===== config.mk =====
export PLATFORM = sky130hd
export DESIGN_NAME = ifetch
export DESIGN_NICKNAME = d
export VERILOG_FILES = /design/src/rtl/ifetch.sv
export SDC_FILE = /design/constraint.sdc
export NUM_CORES = 1
export LEC_CHECK = 0
export BUFFER_PORTS_ARGS = -buffer_cell sky130_fd_sc_hd__clkbuf_2
export CORE_MARGIN = 4
export CORE_UTILIZATION = 60
export DETAILED_ROUTE_END_ITERATION = 16
export PLACE_DENSITY = 0.93
export SYNTH_ARGS = -nofsm -noshare
export SYNTH_HDL_FRONTEND = slang
export SYNTH_SLANG_ARGS = --single-unit

===== constraint.sdc =====
create_clock -name clk -period 8.7 [get_ports clk]
set_input_delay 1.74 -clock clk [delete_from_list [all_inputs] [get_ports clk]]
set_output_delay 1.74 -clock clk [all_outputs]
set_load 0.1 [all_outputs]

===== src/rtl/ifetch.sv =====
// Instruction fetch unit: issues 3-byte fetches, buffers them in a circular
// byte queue and presents the next 3 bytes (little-endian) to the decoder.
module ifetch #(
    parameter int unsigned QUEUEBYTES  = 8,
    parameter logic [15:0] RESETVECTOR = 16'h4000
) (
    input  logic                          clk,
    input  logic                          reset,
    output logic [15:0]                   iread_addr,
    input  logic [23:0]                   iread_data,
    input  logic                          iread_valid,
    input  logic                          redirect,
    input  logic [15:0]                   redirect_addr,
    input  logic [1:0]                    consume,
    output logic [23:0]                   inst_bytes,
    output logic [$clog2(QUEUEBYTES):0]   inst_count,
    output logic [15:0]                   inst_pc
);
    localparam int unsigned PW = $clog2(QUEUEBYTES);
    localparam int unsigned CW = PW + 1;
    // Fetch only if a new 3-byte response is guaranteed to fit.
    localparam logic [CW:0] ISSUE_MAX = (CW+1)'(QUEUEBYTES - 3);

    logic [7:0]    mem [QUEUEBYTES];
    logic [PW-1:0] head;
    logic [PW-1:0] tail;
    logic [CW-1:0] count;
    logic [CW-1:0] consume_eff;
    logic [CW:0]   in_use;
    logic [15:0]   fetch_addr;
    logic [15:0]   resp_addr;
    logic [15:0]   pc;
    logic          live;
    logic          append;
    logic          replay;
    logic          issue;

    assign tail        = head + PW'(count);
    assign consume_eff = (CW'(consume) > count) ? count : CW'(consume);
    assign in_use      = {1'b0, count} + (live ? (CW+1)'(3) : (CW+1)'(0));
    assign append      = !reset && !redirect && live && iread_valid;
    assign replay      = live && !iread_valid;
    assign issue       = !reset && !redirect && !replay && (in_use <= ISSUE_MAX);

    // Control state: redirect flushes everything; a dropped response rewinds fetch.
    always_ff @(posedge clk) begin
        if (reset) begin
            head       <= '0;
            count      <= '0;
            live       <= 1'b0;
            fetch_addr <= RESETVECTOR;
            resp_addr  <= RESETVECTOR;
            pc         <= RESETVECTOR;
        end else if (redirect) begin
            count      <= '0;
            live       <= 1'b0;
            fetch_addr <= redirect_addr;
            pc         <= redirect_addr;
        end else begin
            head  <= head + PW'(consume_eff);
            count <= count - consume_eff + (append ? CW'(3) : CW'(0));
            pc    <= pc + 16'(consume_eff);
            if (replay) begin
                fetch_addr <= resp_addr;
                live       <= 1'b0;
            end else if (issue) begin
                live       <= 1'b1;
                resp_addr  <= fetch_addr;
                fetch_addr <= fetch_addr + 16'd3;
            end else begin
                live <= 1'b0;
            end
        end
    end

    // Queue storage needs no reset; lanes beyond count are masked on output.
    always_ff @(posedge clk) begin
        if (append) begin
            for (int k = 0; k < 3; k++) begin
                mem[tail + PW'(k)] <= iread_data[8*k +: 8];
            end
        end
    end

    always_comb begin
        inst_bytes = '0;
        for (int k = 0; k < 3; k++) begin
            if (CW'(k) < count) begin
                inst_bytes[8*k +: 8] = mem[head + PW'(k)];
            end
        end
    end

    assign iread_addr = fetch_addr;
    assign inst_count = count;
    assign inst_pc    = pc;

endmodule


Word level (Yosys, flattened, before mapping)
Memories as Yosys holds them, arrays and structs flattened. A register that Yosys moved wholly into a read port is not among the register bits.
Cells that the tools add are included.

storage, ports and cells
  flip-flop bits (word level) = 56
  bits in writable memories = 64
  word-level logic and storage cells = 54
  memories = 1

operators by class
  add/subtract/negate cells = 11
  $lt $le $gt $ge = 5
  mux-type cells = 15
  bitwise operators = 2
  reductions and logical operators = 14

memory list
  name  depth  width  rd ports  clocked after Yosys merged registers in  wr ports  line  text
  mem   8      8      3         1                                        3         24    logic [7:0] mem [QUEUEBYTES];

operators with widths
  kind                                                                              number
  16-bit 2-to-1 mux                                                                 4
  8-bit 2-to-1 mux                                                                  3
  16-bit by 2-bit adder with 16-bit output, second input constant                   1
  16-bit by 4-bit adder with 16-bit output                                          1
  1-bit by 4-bit less-than comparator with 1-bit output, first input constant       2
  3-bit by 1-bit adder with 3-bit output, second input constant                     2
  3-bit by 2-bit adder with 3-bit output, second input constant                     2
  3-bit adder                                                                       2
  1-bit logical AND                                                                 6
  3-bit 2-to-1 mux                                                                  2
  4-bit by 2-bit adder with 5-bit output                                            1
  5-bit by 3-bit less-or-equal comparator with 1-bit output, second input constant  1
  4-bit by 2-bit adder with 4-bit output                                            1
  2-bit by 4-bit > comparator with 1-bit output                                     1
  1-bit zero test                                                                   4
  2-bit by 4-bit less-than comparator with 1-bit output, first input constant       1
  2-bit 2-to-1 mux                                                                  2
  4-bit 2-to-1 mux                                                                  1
  4-bit subtractor                                                                  1
  1-bit 2-to-1 mux                                                                  3
  3-bit AND reduction                                                               1
  3-bit nonzero test                                                                1
  3-bit OR reduction                                                                1
  1-bit inverter                                                                    2
  2-bit OR reduction                                                                1

Logic depth before layout (Yosys ltp)
  word-level depth = 8
  gate-level depth with buffers = 12

Worst setup path after synthesis
Ideal clock, no wire load.

  kind = reg2out
  start point = register count[2] (netlist: inst_count[2])
  end point = output inst_bytes[0]
  arrival = 3.515 ns
  setup slack = 3.445 ns
  cell stages (with the launch flop) = 9
  cell sequence = dfxtp_1 buf_2 inv_1 ha_1 nor2b_1 clkbuf_1 nor2b_1 buf_1 nor2_1

on the way
  cells in the longest elaborated chain, start to end = 2

RTL lines
  element                                                line  text
  start: declaration                                     27    logic [CW-1:0] count;
  start signal: assignment                               61    count <= count - consume_eff + (append ? CW'(3) : CW'(0));
  1-bit by 4-bit less-than comparator with 1-bit output  88    if (CW'(k) < count) begin
  8-bit 2-to-1 mux                                       88
  end: declaration                                       15    output logic [23:0] inst_bytes,

No other way between the ends.

Worst setup path in the final report
  start point = register head[0]
  end point = output inst_bytes[12]

on the way
  cells in the longest elaborated chain, start to end = 3

RTL lines
  element                                 line  text
  start: declaration                      25    logic [PW-1:0] head;
  start signal: assignment                60    head <= head + PW'(consume_eff);
  3-bit by 1-bit adder with 3-bit output  89    inst_bytes[8*k +: 8] = mem[head + PW'(k)];
  memory read 8 x 8 bit                   --
  8-bit 2-to-1 mux                        88

No other way between the ends.

==> out/metrics.csv <==
metric,value,unit
outcome,"complete, no violations",
Root Driver,clkbuf_16,
Switching Fraction,50.9,%
"IR drop worst, VDD",0.379,mV
H-tree levels,4,
Setup Viol. Count Final,0,
Clock Path Buffers,2,
most frequent cells in the layout,"clkbuf_2, nor2_1, mux2i_1",
Worst Path Required,6.96,ns
Clock Latency Late Sink,0.43,ns
worst path bufs/invs,2,
DRC,0,
antenna-violating nets left,0,
PD cells,315,mW/mm^2
Post-Syn Area,0.00848,mm^2
fin nets,1029,
register area share after synthesis,36.6,%
Final Worst Setup Slack,3.37,ns
RSZ-0062 raised after global routing,no,
IO Port Bufs,105,
CP Launch Type,flop,
cell internal pwr,1470,uW
Core Box Area,0.0139,mm^2
drt initial violations,1262,
mean post-synth cell area,9.35,um^2
Vias per Instance,6.95,
CTS tree,built,
number of global-route vias before repair,7614,
fmax,0.188,GHz
Num CTS Buffers,17,
Initial Util,61.1,%
synth warn,0,
Final min period,5.33,ns
Die W,127,um
setup TNS,0,ns
CP Cell Sequence,"buf_4, ha_1, mux4_2, nand2_1, a21oi_1, clkbuf_2",
Worst setup EP type,primary output,
Synth cell types,58,
clock slew at reported path FFs,0.06,ns
Syn Nets,979,
Post-synth EDFFs,64,
slew at the pin closest to its max-slew limit,1.21,ns
ant diodes,0,
Hold WC Path Type,reg2reg,
Clk pwr share,23.5,%
DR vias,7990,
DP HPWL,18.0,mm
Flop pwr share,25.2,%
grt total ovfl,0,
Comb pwr share,51.3,%
worst relative slew slack,18.8,%
Worst EP arrival,3.59,ns
Power Total,3000,uW
Leakage,0.00375,uW
total global-route track usage,32.7,%
Die Height,127,um
total wire length,26.5,mm
largest net degree at the start of global routing,52,
ys async rst share,0,%
GP Congestion,0.939,
Top delay family on crit path,buffers and inverters,
fin util,68.6,%
"Top FF cell, synth",edfxtp_1,
MaxCap Viol Count,0,
CP Max Fanout,46,
"Slew Viols, Final",0,
P_sw,1530,uW
Final period util,61.2,%
Post-Place Setup Slack,3.55,ns
final hold violations,0,
Mapped Cells,907,
"most common cell after layout, fill and taps aside",clkbuf_2,
Post-CTS Resized,0,
clock skew,0.00914,ns
final instance area,0.00953,mm^2
TritonRoute pass-1 iters,8,
initial antenna violation count,0,
die area,0.0161,mm^2
hold_buf cts,0,
Crit-path slowest cell,ha_1,
CTS sink cnt,123,
Std-Cell Rows,43,
I/O pin cnt,106,
Area Overhead vs Synth,12.4,%
drt wl/cell,23.0,um
fraction of layout cells with a size suffix above 1,19.4,%
Synth Register Bits,123,
first-pass GRT wire length,41.2,mm
"Cell Area, Placed",0.00895,mm^2
max incr delay on CP,0.89,ns
Setup CP Type,reg2out,
setup bufs post-CTS,0,
cell usage after synthesis (6+ instances only):
| library cell | n | area (um^2) |
|---|---|---|
| mux2i_1 | 100 | 1000 |
| nand3_1 | 16 | 80.1 |
| nor2_1 | 104 | 390 |
| inv_1 | 24 | 90.1 |
| and2_1 | 6 | 37.5 |
| nand2_1 | 96 | 360 |
| and3_1 | 7 | 43.8 |
| o22ai_1 | 10 | 62.6 |
| a211oi_1 | 16 | 120 |
| buf_2 | 14 | 70.1 |
| edfxtp_1 | 64 | 1920 |
| a21oi_1 | 91 | 455 |
| ha_1 | 21 | 263 |
| a21o_1 | 9 | 67.6 |
| dfxtp_1 | 59 | 1180 |
| or3_1 | 7 | 43.8 |
| mux4_2 | 38 | 856 |
| nor3_1 | 13 | 65.1 |
| nor4_1 | 7 | 43.8 |
| xor2_1 | 13 | 114 |
| o21ai_0 | 40 | 200 |
| clkbuf_1 | 58 | 218 |
| xnor2_1 | 16 | 140 |
cell families after synthesis:
kind of cell / count (synthesis) / share of synthesized area, %
multiplexers: 139 / 22.0
AO/OA/AOI/OAI: 202 / 14.1
buffers and inverters: 107 / 5.08
flip-flops: 123 / 36.6
adder cells (fa/ha/maj): 26 / 4.28
XOR/XNOR: 30 / 3.28
AND/OR/NAND/NOR: 280 / 14.6
sequential cells by signal (all words and copies together), names as in the netlist, named ones only:
register	cells
iread_addr	16
live	1
resp_addr	16
head	3
inst_pc	16
inst_count	4
mem	64
power groups by stage:
stage / clock [uW] / sequential, uW / combinational [uW]
after detailed placement: 0 / 761 / 1500
final: 703 / 755 / 1540
after CTS: 697 / 752 / 1520
after global placement: 0 / 759 / 1470
after global routing: 724 / 764 / 1610
after floorplan: 0 / 870 / 1120
layout make-up:
| cell class | count | area, um^2 |
|---|---|---|
| Multi-Input combinational cell | 677 | 4940 |
| Clock buffer | 17 | 425 |
| Inverter | 25 | 93.8 |
| Clock inverter | 15 | 150 |
| Tap cell | 180 | 225 |
| Timing Repair Buffer | 113 | 586 |
| Fill cell | 964 | 4350 |
| Sequential cell | 123 | 3100 |
per-layer routing:
layer  global-route usage (%)  up-vias  part of all wire (%)
li1                         -     3406                     -
met1                     39.2     3718                    34
met2                     55.6      730                    49
met3                     8.21      136                    13
met4                     15.1        0                   4.5
met5                        0        -                     0
final timing paths:
kind / depth (start not counted) / start / slack, ns / endpoint
worst min register to register: 2 / resp_addr[3] / 0.45 / resp_addr[3]
worst max-delay path: 6 / head[0] / 3.37 / inst_bytes[12]
worst min-delay path: 2 / resp_addr[3] / 0.45 / resp_addr[3]
worst max register to register: 11 / inst_count[1] / 4.81 / inst_pc[14]
through the flow:
stage / instances / hold slack [ns]
finish: 1150 / 0.452
global route: 1150 / 0.480
CTS: 1150 / 0.456
detailed placement: 1118 / 0.448
global placement: 1118 / 0.438
floorplan: 907 / 0.433
worst min-delay path, cell delays in order (launching register included):
cell and delay [ns]:
dfxtp_1 0.31, nand2_1 0.05, a21oi_1 0.05
Power figures use the tool's default switching activity.
